File: config.mk
export PLATFORM = sky130hd
export DESIGN_NAME = fln_rr
export DESIGN_NICKNAME = d
export VERILOG_FILES = /design/src/rtl/fln_rr.sv
export SDC_FILE = /design/constraint.sdc
export NUM_CORES = 1
export LEC_CHECK = 0
export ABC_CLOCK_PERIOD_IN_PS = 4300
export CAP_MARGIN = 5
export CORE_MARGIN = 10
export CORE_UTILIZATION = 30
export DETAILED_ROUTE_END_ITERATION = 8
export PLACE_DENSITY = 0.53
export SYNTH_ARGS = -nofsm -noshare
export SYNTH_HDL_FRONTEND = slang
export SYNTH_SLANG_ARGS = --single-unit
File: constraint.sdc
create_clock -name clk -period 4.3 [get_ports clk]
set_input_delay 0.86 -clock clk [delete_from_list [all_inputs] [get_ports clk]]
set_output_delay 0.86 -clock clk [all_outputs]
set_load 0.05 [all_outputs]
File: src/rtl/fln_rr.sv
// fln_rr: range-reduction front end for ln(x).
// Splits a single-precision operand into x = 2^k * m with m in [1,2).
// Stage 1 classifies the operand and registers m and an integer k.
// Stage 2 converts k to an exact float and drives the result ports.
// The two stages hold independent valid bits, so bubbles collapse and a
// full pipeline can drain, shift and accept a new operand on the same edge.
module fln_rr (
  input  logic        clk,
  input  logic        rst,
  input  logic        in_valid,
  output logic        in_ready,
  input  logic [31:0] in_data,
  output logic        out_valid,
  input  logic        out_ready,
  output logic [31:0] out_m,
  output logic [31:0] out_k,
  output logic        out_special,
  output logic [31:0] out_sval
);

  localparam int unsigned W  = 32;
  localparam int unsigned EW = 8;
  localparam int unsigned FW = 23;
  localparam int unsigned KW = 9;
  localparam int unsigned LW = 5;

  localparam logic [W-1:0]  QNAN     = 32'h7FC0_0000;
  localparam logic [W-1:0]  NEG_INF  = 32'hFF80_0000;
  localparam logic [W-1:0]  POS_INF  = 32'h7F80_0000;
  localparam logic [EW-1:0] EXP_BIAS = 8'd127;

  // Operand fields
  logic          in_sgn;
  logic [EW-1:0] in_exp;
  logic [FW-1:0] in_frac;

  assign in_sgn  = in_data[31];
  assign in_exp  = in_data[30:23];
  assign in_frac = in_data[22:0];

  // Stage 1 state
  logic                 s1_valid_q, s1_valid_d;
  logic                 s1_special_q, s1_special_d;
  logic [W-1:0]         s1_sval_q, s1_sval_d;
  logic [W-1:0]         s1_m_q, s1_m_d;
  logic signed [KW-1:0] s1_k_q, s1_k_d;

  // Stage 2 state (drives the ports)
  logic         s2_valid_q, s2_valid_d;
  logic         s2_special_q, s2_special_d;
  logic [W-1:0] s2_sval_q, s2_sval_d;
  logic [W-1:0] s2_m_q, s2_m_d;
  logic [W-1:0] s2_k_q, s2_k_d;

  // Handshake
  logic s1_load;
  logic s2_load;

  // Classification results for the incoming operand
  logic                 cls_special;
  logic [W-1:0]         cls_sval;
  logic [W-1:0]         cls_m;
  logic signed [KW-1:0] cls_k;

  // Leading-zero count of the fraction, used only for denormals
  logic [LW-1:0] lz;
  logic          lz_found;

  // Integer k to float conversion
  logic [EW-1:0] abs_k;
  logic [2:0]    k_msb;
  logic [FW-1:0] k_frac;
  logic [W-1:0]  k_float;

  assign s2_load  = !s2_valid_q || out_ready;
  assign s1_load  = !s1_valid_q || s2_load;
  assign in_ready = s1_load;

  // Count leading zeros of the 23-bit fraction
  always_comb begin
    lz       = '0;
    lz_found = 1'b0;
    for (int i = int'(FW) - 1; i >= 0; i--) begin
      if (!lz_found && in_frac[i]) begin
        lz       = LW'(int'(FW) - 1 - i);
        lz_found = 1'b1;
      end
    end
  end

  // Classify the operand and form m and integer k
  always_comb begin
    logic [FW-1:0] den_frac;
    den_frac    = '0;
    cls_special = 1'b0;
    cls_sval    = '0;
    cls_m       = '0;
    cls_k       = '0;
    if (in_exp == 8'hFF && in_frac != '0) begin
      cls_special = 1'b1;
      cls_sval    = QNAN;
    end else if (in_sgn && (in_exp != '0 || in_frac != '0)) begin
      cls_special = 1'b1;
      cls_sval    = QNAN;
    end else if (in_exp == '0 && in_frac == '0) begin
      cls_special = 1'b1;
      cls_sval    = NEG_INF;
    end else if (in_exp == 8'hFF) begin
      cls_special = 1'b1;
      cls_sval    = POS_INF;
    end else if (in_exp == '0) begin
      // Denormal: renormalise so the leading one becomes the hidden bit
      den_frac = in_frac << (lz + LW'(1));
      cls_m    = {1'b0, EXP_BIAS, den_frac};
      cls_k    = -9'sd127 - $signed({4'd0, lz});
    end else begin
      cls_m = {1'b0, EXP_BIAS, in_frac};
      cls_k = $signed({1'b0, in_exp}) - 9'sd127;
    end
  end

  // Exact int-to-float of stage-1 k; |k| <= 149 fits 8 bits
  always_comb begin
    abs_k = s1_k_q[KW-1] ? EW'(-s1_k_q) : EW'(s1_k_q);
    k_msb = '0;
    for (int i = 0; i < int'(EW); i++) begin
      if (abs_k[i]) k_msb = 3'(i);
    end
    // Pushing the MSB just past bit 22 leaves the lower bits left-aligned
    k_frac  = {abs_k, 15'd0} << (4'd8 - 4'(k_msb));
    k_float = '0;
    if (abs_k != '0) begin
      k_float = {s1_k_q[KW-1], EXP_BIAS + EW'(k_msb), k_frac};
    end
  end

  // Next-state for both stages
  always_comb begin
    s1_valid_d   = s1_valid_q;
    s1_special_d = s1_special_q;
    s1_sval_d    = s1_sval_q;
    s1_m_d       = s1_m_q;
    s1_k_d       = s1_k_q;
    s2_valid_d   = s2_valid_q;
    s2_special_d = s2_special_q;
    s2_sval_d    = s2_sval_q;
    s2_m_d       = s2_m_q;
    s2_k_d       = s2_k_q;
    if (s1_load) begin
      s1_valid_d = in_valid;
      if (in_valid) begin
        s1_special_d = cls_special;
        s1_sval_d    = cls_sval;
        s1_m_d       = cls_m;
        s1_k_d       = cls_k;
      end
    end
    if (s2_load) begin
      s2_valid_d = s1_valid_q;
      if (s1_valid_q) begin
        s2_special_d = s1_special_q;
        s2_sval_d    = s1_sval_q;
        s2_m_d       = s1_m_q;
        s2_k_d       = k_float;
      end
    end
  end

  // Pipeline registers, cleared asynchronously
  always_ff @(posedge clk or posedge rst) begin
    if (rst) begin
      s1_valid_q   <= 1'b0;
      s1_special_q <= 1'b0;
      s1_sval_q    <= '0;
      s1_m_q       <= '0;
      s1_k_q       <= '0;
      s2_valid_q   <= 1'b0;
      s2_special_q <= 1'b0;
      s2_sval_q    <= '0;
      s2_m_q       <= '0;
      s2_k_q       <= '0;
    end else begin
      s1_valid_q   <= s1_valid_d;
      s1_special_q <= s1_special_d;
      s1_sval_q    <= s1_sval_d;
      s1_m_q       <= s1_m_d;
      s1_k_q       <= s1_k_d;
      s2_valid_q   <= s2_valid_d;
      s2_special_q <= s2_special_d;
      s2_sval_q    <= s2_sval_d;
      s2_m_q       <= s2_m_d;
      s2_k_q       <= s2_k_d;
    end
  end

  assign out_valid   = s2_valid_q;
  assign out_special = s2_special_q;
  assign out_sval    = s2_sval_q;
  assign out_m       = s2_m_q;
  assign out_k       = s2_k_q;

endmodule

* Word-level counts from Yosys, hierarchy flattened *
Cells that the tools add are included.
Widths: inputs -> output; s select.

operators by class
  add/sub/neg operators = 6
  eq/ne operators = 1
  shifts and indexed selects = 2
  mux-type cells = 71
  reductions and logical operators = 59

operators with widths
  kind                 count
  $mux 32              4
  $mux 30              4
  $mux 5               21
  $mux 9               5
  $mux 31              1
  $mux 1               28
  $logic_and 1x1->1    25
  $logic_not 1->1      24
  $logic_not 23->1     1
  $mux 23              1
  $reduce_bool 23->1   1
  $shl 23x4->23        1
  $shl 23x5->23        1
  $mux 3               6
  $reduce_bool 8->1    2
  $sub 8x6->9 const A  1
  $sub 8x7->9 const B  1
  $add 7x3->8 const A  1
  $eq 8x8->1 const B   1
  $logic_not 8->1      1
  $mux 8               1
  $neg 8->8            1
  $add 5x1->5 const B  1
  $reduce_and 2->1     2
  2 further kinds      4

storage, ports and cells
  register bits = 173
  input port bits = 36
  output and inout port bits = 99
  word-level logic and storage cells = 149

* Logic depth before layout (Yosys ltp) *
Gate-level depths: netlist of the first run.

  depth after elaboration = 74
  mapped depth = 16
  gate-level depth less buffers = 14

* Worst setup path before layout of the first run *
No wires, ideal clock.

  kind = input to register
  start point = input port in_data[4]
  end point = register s1_m_q[16]
  library setup time = 0.118 ns
  arrival = 4.130 ns
  required time = 4.182 ns
  path slack = 0.052 ns
  cell stages on the path = 15
  path buffers = 5
  cells stage by stage = buf_4 -> nor2b_1 -> a2111o_1 -> and3_4 -> nor3_4 -> buf_8 -> inv_6 -> ha_1 -> clkbuf_1 -> clkbuf_1 -> clkbuf_1 -> mux4_2 -> a31oi_1 -> o22ai_1 -> a21o_1

between the ends
  cells in the longest elaborated chain, start to end = 21

ends and longest elaborated chain
  item                    line  RTL
  start: declaration      12    input logic [31:0] in_data,
  $logic_and 1x1->1       84    if (!lz_found && in_frac[i]) begin
  $mux 1                  84
  $logic_not 1->1         84
  $logic_and 1x1->1       84
  $mux 1                  84
  $logic_not 1->1         84
  $logic_and 1x1->1       84
  $mux 1                  84
  [5 not listed]          --
  $mux 5                  84
  $add 5x1->5             113   den_frac = in_frac << (lz + LW'(1));
  $shl 23x5->23           113
  $mux 23                 111   end else if (in_exp == '0) begin
  $mux 30                 108   end else if (in_exp == 8'hFF) begin
  $mux 30                 105   end else if (in_exp == '0 && in_frac == '0) begin
  $mux 30                 102   end else if (in_sgn && (in_exp != '0 || in_frac != '0)) begin
  $mux 30 *               99    if (in_exp == 8'hFF && in_frac != '0) begin
  end signal: assignment  186   s1_m_q <= s1_m_d;
  end: declaration        45    logic [W-1:0] s1_m_q, s1_m_d;

Every way passes the cells marked *; elsewhere a longest branch is shown, timed or not.
A chain may end at the register's enable or synchronous reset.

* Final worst setup path of the first run *
  start point = input port in_data[14]
  end point = register s1_m_q[21]

between the ends
  cells in the longest elaborated chain, start to end = 51

ends and longest elaborated chain
  item               line
  $logic_and 1x1->1  84
  $mux 1             84
  $logic_not 1->1    84
  $logic_and 1x1->1  84
  $mux 1             84
  $logic_not 1->1    84
  $logic_and 1x1->1  84
  $mux 1             84
  [35 not listed]    --
  $mux 5             84
  $add 5x1->5        113
  $shl 23x5->23      113
  $mux 23            111
  $mux 30            108
  $mux 30            105
  $mux 30            102
  $mux 30 *          99

Marks and branches as above.

==> out/results.tsv, run 1 <==
metric	value	unit
grt_max_degree	62	
ctsHoldBuffers	0	
ys_ff_latch	82	
n_fill_cell	1972	
wl	19400	um
drive_gt1_share	20.8	%
syn_area	5940	um2
cts_tree	built	
combPwrFrac	48.6	%
period_minus_slack	3960	ps
cp.depth	13	
io_pins	135	
dp_cells	999	
rsz0062_at_grt	false	
drtIter0Drc	224	
grt_overflow_total	0	
clkTransAtPathRegs	70	ps
syn-mean-instance-area	9.63	um2
vias	5279	
hpwl	15700	um
grt_pass1_wl	30400	um
final_area	7660	um2
yosys.area_share.adder	1.26	%
critPathCaptureType	flip-flop	
worst-path-buf-inv	4	
fp-row-count	51	
placed_cell_area	7370	um2
final_cells	1015	
hp-class	reg -> reg	
whs_path_depth	2	
final_max_slew_viol_count	0	
r2r_cells	11	
max_slew_margin	26.4	%
status	complete, no violations	
register_area	2050	um2
seq_power_share	29.2	%
diodes	0	
track_usage	14.7	%
die_h	161	um
p_int	0.00193	W
yosys_warnings	0	
hold_ws	471	ps
cellPowerDensity	450	nW/um2
syn_inst	617	
crit_required	4590	ps
async_reset_ff_share	100	%
finalSetupTns	0	ps
path_max_fanout	9	
arrival	4250	ps
peakVddDrop	0.156	mV
path_class	in -> reg	
p_sw	0.00151	W
root_buffer	clkbuf_16	
crit_family	compound AO/OA/AOI/OAI gates	
start_util	30.5	%
core-area	19500	um2
synthMuxAreaShare	15.0	%
cpPeakStageDelay	490	ps
gp_congestion	0.880	
numCtsBuffers	9	
cp_slowest_cell	clkdlybuf4s50_1	
synth-xor-area-share	2.21	%
antenna_found_initial	0	
multiInputGateArea	3390	um2
htree_num_levels	3	
mostFrequentLayoutCell	clkdlybuf4s50_1	
clkPwrFrac	22.1	%
ctsResizeCount	0	
synth-simple-area-share	14.8	%
drc_errors	0	
io_buffer_count	95	
swShare	44.0	%
grt_pass1_vias	5400	
layout_common_cells	clkdlybuf4s50_1 (95), dfrtp_1 (82), buf_4 (76), nand2_1 (48), nor2_1 (46)	
synth_top_family_by_area	compound AO/OA/AOI/OAI gates	
setup_viol	0	
seq_area_frac_synth	34.5	%
synth-edff-count	0	
cts_setup_buffers	0	
tightest_slew	1100	ps
clock_skew	9.06	ps
max-cap-violations	0	
avgViaCountPerCell	5.20	
synth_compound_area_share	21.3	%
ant_nets	0	
ys_types	77	
synth_top_flop_cell	dfrtp_1	
dieArea	25800	um2
start_kind	primary input	
max_freq	0.252	GHz
first_pass_iters	5	
cts_max_path_buffers	2	
nets	787	
total_leakage_power	3.32	nW
clk_latency	350	ps
die_x	161	um
worstPathCellList	clkdlybuf4s50_1, nor4_2, nand4_1, o22ai_1, a31oi_1, inv_1, ha_1, buf_4, a211oi_1, mux2i_1, buf_4, o22ai_1, a31o_1	
wire_per_inst	19.2	um
cts_sinks	82	
hold_violations	0	
syn_to_final_growth	28.9	%
min_period_over_period	92.2	%
==> logic make-up (layout without fill, tap and decap cells) <==
| group | Yosys count | count (layout) |
|---|---|---|
| AO/OA/AOI/OAI | 170 | 170 |
| XOR/XNOR | 15 | 15 |
| adder cells (fa/ha/maj) | 6 | 6 |
| buffers and inverters | 110 | 205 |
| flip-flops | 82 | 82 |
| multiplexers | 60 | 60 |
| other | 1 | 39 |
| AND/OR/NAND/NOR | 173 | 173 |
==> routing by layer <==
| metal | vias to the layer above | wire [um] | track usage, % |
|---|---|---|---|
| met5 | - | 0 | 0 |
| met4 | 0 | 387 | 4.51 |
| met3 | 23 | 1110 | 3.50 |
| met2 | 190 | 9630 | 25.3 |
| met1 | 2595 | 8310 | 17.7 |
| li1 | 2471 | - | - |
==> path summary, 6_finish.rpt <==
path                        startpoint    endpoint  slack [ps]
min in group asynchronous          rst   out_k[23]        1080
max reg2reg                  s1_k_q[0]   out_k[22]         690
min reg2reg                 s1_m_q[28]  s1_m_q[28]         470
min                         s1_m_q[28]  s1_m_q[28]         470
max in group asynchronous          rst   out_k[16]        2460
max                        in_data[14]  s1_m_q[21]         340
==> synthesized netlist by cell type (3+ instances only) <==
| cell | n | area, um2 |
|---|---|---|
| buf_4 | 55 | 413 |
| nor2b_1 | 3 | 18.8 |
| o21a_1 | 3 | 22.5 |
| nor4_2 | 3 | 37.5 |
| ha_1 | 6 | 75.1 |
| nand2b_1 | 9 | 56.3 |
| a221o_1 | 3 | 30.0 |
| dfrtp_1 | 82 | 2050 |
| a31oi_1 | 9 | 56.3 |
| and3_1 | 11 | 68.8 |
| o31ai_2 | 3 | 37.5 |
| o21bai_1 | 5 | 37.5 |
| o211ai_1 | 3 | 22.5 |
| and2_1 | 5 | 31.3 |
| o22ai_1 | 8 | 50.1 |
| a211oi_1 | 3 | 22.5 |
| nand4_1 | 7 | 43.8 |
| nor2_1 | 46 | 173 |
| a21oi_1 | 20 | 100 |
| mux4_1 | 11 | 289 |
| o221ai_1 | 3 | 26.3 |
| mux4_2 | 6 | 135 |
| a311oi_1 | 5 | 43.8 |
| xnor2_1 | 12 | 105 |
| mux2i_1 | 14 | 140 |
| a31o_2 | 3 | 26.3 |
| inv_1 | 16 | 60.1 |
| a22o_1 | 8 | 70.1 |
| nor4_1 | 4 | 25.0 |
| a22oi_1 | 18 | 135 |
| buf_2 | 8 | 40.0 |
| clkbuf_1 | 26 | 97.6 |
| o31ai_1 | 10 | 75.1 |
| mux2_2 | 29 | 327 |
| nand3_1 | 14 | 70.1 |
| a21o_1 | 6 | 45.0 |
| nor3_1 | 8 | 40.0 |
| xor2_1 | 3 | 26.3 |
| o21ai_0 | 29 | 145 |
| nand2_1 | 49 | 184 |
| o21ai_1 | 5 | 25.0 |
==> per-stage QoR <==
stage	worst slack, ps	utilization (%)	total power, W
floorplan	51.8	-	0.00222
global placement	132	37.9	0.00269
detailed placement	48.5	37.9	0.00271
CTS	414	39.4	0.00349
global route	140	39.4	0.00364
finish	336	39.4	0.00345
==> power by group through the flow <==
stage | registers (W) | clock network (W) | logic, W
2_1_floorplan | 0.00134 | 0 | 0.000874
3_3_place_gp | 0.00102 | 0 | 0.00167
3_5_place_dp | 0.00103 | 0 | 0.00168
4_1_cts | 0.00101 | 0.000792 | 0.00168
5_1_grt | 0.00103 | 0.000826 | 0.00179
6_report | 0.00101 | 0.000763 | 0.00168
==> state kept, by name (all words and copies together) (netlist names) <==
register,cells
s1_k_q,9
s1_sval_q,3
s1_m_q,24
out_valid,1
out_sval,3
out_k,15
out_m,24
s1_valid_q,1
s1_special_q,1
out_special,1
==> worst register-to-register path, stage by stage (launching register included) <==
cell and delay [ps]:
dfrtp_1 480, or3_4 450, o31ai_2 210, xnor2_1 320, a21oi_2 90, o21ai_4 350, inv_2 120, ha_1 430
inv_1 250, mux4_2 550, o21ai_0 160, o21ai_0 90
==> cell type report <==
class                   count  area share, %
clock buffers              10           3.12
clock inverters             6          0.686
inverters                  18          0.964
multi-input cells         463           44.3
flip-flops and latches     82           26.8
well taps                 265           4.33
repair buffers            171           19.9
No activity file was read; power rests on OpenSTA's default activity.
==> run 2: changes to the inputs <==
Settings changed: ABC_AREA set to 0, PLACE_DENSITY 0.53 to 0.56.
==> out/results.tsv, run 2 (synthesis results as in run 1) <==
metric	value	unit	change
status	complete, no violations		
drc_errors	0		unchanged
cp-startpoint	in_data[14]		
cts_sinks	82		unchanged
period_minus_slack	3920	ps	-47.3 ps
cts_tree	built		
dieArea	25800	um2	unchanged
max_freq	0.255	GHz	+1.2%
rsz0062_at_grt	false		
avgViaCountPerCell	5.16		-0.76%
hp-class	reg -> reg		
grt_pass1_vias	5445		+0.83%
finalSetupTns	0	ps	unchanged
dp_cells	994		-0.50%
grt_overflow_total	0		unchanged
fp-row-count	51		unchanged
tightest_slew	959	ps	-145 ps
drive_gt1_share	20.2	%	-0.64 points
crit_family	buffers and inverters		
hold_violations	0		unchanged
n_fill_cell	1956		-0.81%
max-cap-violations	0		unchanged
peakVddDrop	0.169	mV	+8.2%
total_power	0.00352	W	+2.2%
first_pass_iters	7		+2
mostFrequentLayoutCell	clkdlybuf4s50_1		
crit_required	4590	ps	about the same
die_h	161	um	unchanged
vias	5208		-1.3%
p_sw	0.00150	W	-0.78%
hpwl	15700	um	-0.17%
final_cells	1009		-0.59%
worst-path-buf-inv	4		unchanged
total_leakage_power	3.31	nW	-0.35%
cts_setup_buffers	0		unchanged
cp_slowest_cell	clkdlybuf4s50_1		
layout_common_cells	clkdlybuf4s50_1 (95), dfrtp_1 (82), buf_4 (69), nand2_1 (48), nor2_1 (46)		
arrival	4210	ps	-40 ps
utilization	39.4	%	+0.071 points
cp_common_cell	buf_4		
die_x	161	um	unchanged
clkTransAtPathRegs	70	ps	about the same
ant_nets	0		unchanged
cpPeakStageDelay	500	ps	about the same
start_util	30.5	%	unchanged
clk_latency	350	ps	about the same
setup_viol	0		unchanged
start_kind	primary input		
diodes	0		unchanged
ctsHoldBuffers	0		unchanged
min_period_over_period	91.1	%	-1.1 points
ctsResizeCount	0		unchanged
r2r_start	s1_k_q[0]		
crit_path_end	s1_m_q[21]		
wire_per_inst	19.5	um	+1.7%
clkPwrFrac	23.8	%	+1.7 points
htree_num_levels	3		unchanged
path_class	in -> reg		
grt_max_degree	39		-37%
clock_skew	13.0	ps	+3.96 ps
drtIter0Drc	318		+42%
nets	782		-0.64%
wl	19700	um	+1.1%
path_max_fanout	9		unchanged
max_slew_margin	35.8	%	+9.4 points
hold_ws	473	ps	+2.37 ps
critPathCaptureType	flip-flop		
worstPathCellList	clkdlybuf4s50_1, nor4_2, nand4_1, nor2_1, a31oi_1, inv_1, ha_1, buf_4, a211oi_1, mux2i_1, buf_4, o22ai_1, a31o_1		
final_max_slew_viol_count	0		unchanged
syn_to_final_growth	29.1	%	
core-area	19500	um2	unchanged
r2r_cells	11		unchanged
swShare	42.7	%	-1.3 points
antenna_found_initial	0		unchanged
r2r_end	out_k[22]		
p_int	0.00202	W	+4.5%
reg2reg_slack	700	ps	about the same
combPwrFrac	47.7	%	-0.9 points
gp_congestion	0.900		+2.3%
cts_max_path_buffers	2		unchanged
root_buffer	clkbuf_16		
track_usage	15.1	%	+0.39 points
io_pins	135		unchanged
grt_pass1_wl	31400	um	+3.1%
seq_power_share	28.5	%	-0.7 points
cellPowerDensity	459	nW/um2	+2.0%
cp.depth	13		unchanged
io_buffer_count	95		unchanged
numCtsBuffers	9		unchanged
[run 2: cell count changes in the layout (fill, tap and decap cells not counted), moves of 2 or more]
cell,delta
buf_4,-7
bufinv_16,+2
inv_6,-5
clkinvlp_4,+2
buf_12,+2
[run 2: per-layer routing]
| metal | vias to the layer above | share of wire, % | GRT usage (%) |
|---|---|---|---|
| li1 | 2454 | - | - |
| met1 | 2553 | 43 | 18.6 |
| met2 | 176 | 48 | 24.6 |
| met3 | 25 | 6.0 | 3.96 |
| met4 | 0 | 2.6 | 5.71 |
| met5 | - | 0 | 0 |
[run 2: power by group through the flow]
stage                     Combinational [W]  Sequential [W]  Clock (W)
after floorplan                    0.000874         0.00134          0
after global placement              0.00167         0.00101          0
after detailed placement            0.00168         0.00102          0
after CTS                           0.00169         0.00101   0.000869
after global routing                0.00179         0.00102   0.000898
final                               0.00168         0.00100   0.000839
[run 2: area by class of cell]
class | instances | area [um2] | area share [%]
Timing Repair Buffer | 166 | 1510 | 19.7
Inverter | 18 | 73.8 | 0.962
Tap cell | 265 | 332 | 4.32
Sequential cell | 82 | 2050 | 26.7
Clock buffer | 9 | 225 | 2.93
Clock inverter | 6 | 92.6 | 1.21
Multi-Input combinational cell | 463 | 3390 | 44.2
[run 2: metrics by stage]
step | worst slack [ps] | area, um2
floorplan | 51.8 | 6090
global placement | 78.5 | 7360
detailed placement | 56.4 | 7360
CTS | 422 | 7670
global route | 235 | 7670
finish | 383 | 7670
[run 2: worst min path at each step]
stage / start / end / cells after the start
global placement: s1_m_q[28] / s1_m_q[28] / 2
global route: out_k[23] / out_k[23] / 1
finish: out_k[21] / out_k[21] / 2
CTS: s1_m_q[28] / s1_m_q[28] / 2
detailed placement: s1_m_q[28] / s1_m_q[28] / 2
floorplan: s1_m_q[28] / s1_m_q[28] / 2
[run 2: tightest hold or removal path, delay by kind of cell, from the launching register on]
family           cells  cell delay (ps)
AO/OA/AOI/OAI        1               50
AND/OR/NAND/NOR      1               50
flip-flops           1              340
==> run 3: changes to the inputs <==
Settings changed: CELL_PAD_IN_SITES_DETAIL_PLACEMENT set to 0, CELL_PAD_IN_SITES_GLOBAL_PLACEMENT set to 2, GPL_ROUTABILITY_DRIVEN set to 1, GPL_TIMING_DRIVEN set to 0, PLACE_DENSITY 0.56 to 0.82.
==> out/results.tsv, run 3 (synthesis results as in run 1) <==
metric	value	unit	change
status	complete, no violations		
drc_errors	0		unchanged
whs_path_depth	1		-1
start_util	30.5	%	unchanged
r2r_cells	12		+1
setup_viol	0		unchanged
cts_sinks	82		unchanged
ant_nets	0		unchanged
antenna_found_initial	0		unchanged
nets	799		+2.2%
start_kind	primary input		
grt_pass1_wl	30700	um	-2.2%
diodes	0		unchanged
track_usage	14.8	%	-0.30 points
wl	19800	um	+0.64%
max-cap-violations	0		unchanged
numCtsBuffers	9		unchanged
worst_slack	179	ps	-203 ps
layout_common_cells	dfrtp_1 (82), clkdlybuf4s50_1 (77), buf_4 (58), nand2_1 (47), nor2_1 (45)		
final_cells	1027		+1.8%
gp_congestion	0.890		-1.2%
drtIter0Drc	304		-4.4%
clkTransAtPathRegs	60	ps	about the same
tightest_slew	880	ps	-79.2 ps
whs_endpoint	out_k[23]		
core-area	19500	um2	unchanged
ctsHoldBuffers	0		unchanged
hp-start	out_k[23]		
wire_per_inst	19.3	um	-1.1%
arrival	4360	ps	+150 ps
avgViaCountPerCell	5.15		-0.21%
r2r_end	out_k[20]		
critPathCaptureType	flip-flop		
first_pass_iters	5		-2
dp_slack	-1520	ps	-1580 ps
max_freq	0.243	GHz	-4.9%
die_h	161	um	unchanged
dieArea	25800	um2	unchanged
drive_gt1_share	21.7	%	+1.5 points
hpwl	15400	um	-1.9%
io_pins	135		unchanged
utilization	40.2	%	+0.79 points
path_max_fanout	10		+1
final_area	7830	um2	+2.0%
syn_to_final_growth	31.7	%	
vias	5290		+1.6%
cellPowerDensity	456	nW/um2	-0.61%
final_max_slew_viol_count	0		unchanged
placed_cell_area	7340	um2	-0.26%
max_slew_margin	41.0	%	+5.1 points
clock_skew	6.46	ps	-6.56 ps
htree_num_levels	3		unchanged
mostFrequentLayoutCell	dfrtp_1		
r2r_start	s1_k_q[0]		
finalSetupTns	0	ps	unchanged
cts_tree	built		
hold_violations	0		unchanged
period_minus_slack	4120	ps	+203 ps
grt_pass1_vias	5393		-0.96%
reg2reg_slack	770	ps	+70 ps
rsz0062_at_grt	false		
die_x	161	um	unchanged
crit_required	4540	ps	-50 ps
clk_latency	350	ps	about the same
dp_cells	1010		+1.6%
root_buffer	clkbuf_16		
min_period_over_period	95.8	%	+4.7 points
path_class	in -> reg		
total_leakage_power	3.46	nW	+4.4%
grt_max_degree	65		+67%
cts_max_path_buffers	2		unchanged
grt_overflow_total	0		unchanged
fp-row-count	51		unchanged
peakVddDrop	0.260	mV	+54%
io_buffer_count	89		-6.3%
hp-class	reg -> reg		
-- run 3: cell types whose count changed in the layout (fill, tap and decap cells not counted), moves of 3 or more --
| cell | delta |
|---|---|
| dlymetal6s2s_1 | +12 |
| clkbuf_2 | +3 |
| clkdlybuf4s50_1 | -18 |
| buf_2 | +7 |
| clkbuf_1 | +20 |
| buf_4 | -11 |
-- run 3: per-layer routing --
layer | global-route usage (%) | vias up | wire length, um | share of wire [%]
met4 | 4.63 | 0 | 371 | 1.9
met2 | 23.9 | 179 | 9180 | 46
li1 | - | 2497 | - | -
met3 | 3.68 | 22 | 1180 | 6.0
met1 | 18.9 | 2592 | 9050 | 46
met5 | 0 | - | 0 | 0
-- run 3: worst max path at each step --
stage | from | end | slack, ps | depth (start not counted)
6_report | in_data[5] | s1_m_q[22] | 180 | 14
5_1_grt | in_data[5] | s1_m_q[8] | 1 | 13
4_1_cts | in_data[3] | s1_m_q[22] | 20 | 15
3_5_place_dp | in_data[9] | s1_m_q[22] | -1520 | 16
3_3_place_gp | in_data[9] | s1_m_q[22] | -1480 | 16
2_1_floorplan | in_data[4] | s1_m_q[16] | 50 | 15
-- run 3: critical path: stages --
cell and delay (ps):
clkdlybuf4s50_1 580, a2111o_1 390, and3_4 200, nor3_4 230, buf_8 210, inv_6 80
ha_2 210, or3_1 360, clkbuf_1 170, nand2_2 180, buf_4 250, mux2i_4 330
o22ai_1 120, o21a_1 200
-- run 3: power by group --
part	total [W]	switching, W	internal, W
logic	0.00173	0.00110	0.000632
registers	0.00100	0.0000918	0.000910
clock network	0.000833	0.000323	0.000510
total	0.00357	0.00152	0.00205
-- run 3: through the flow --
stage                     total power [W]  hold WS (ps)
after floorplan                   0.00222           443
after global placement            0.00272           462
after detailed placement          0.00274           469
after CTS                         0.00360           484
after global routing              0.00375           515
final                             0.00357           476
-- run 3: cell type report --
class,instances,area (um2)
fillers,1915,11600
multi-input cells,463,3490
flip-flops and latches,82,2050
repair buffers,92,963
plain buffers,91,593
well taps,265,332
clock buffers,10,229
clock inverters,6,91.3
inverters,18,75.1
-- run 3: what timing repair did --
action                     4_1_cts  5_1_grt
setup endpoints to repair       23       20
gates resized for setup         22       25
cloned                           0        0
pin swaps                        2        2
setup buffers                    1        1
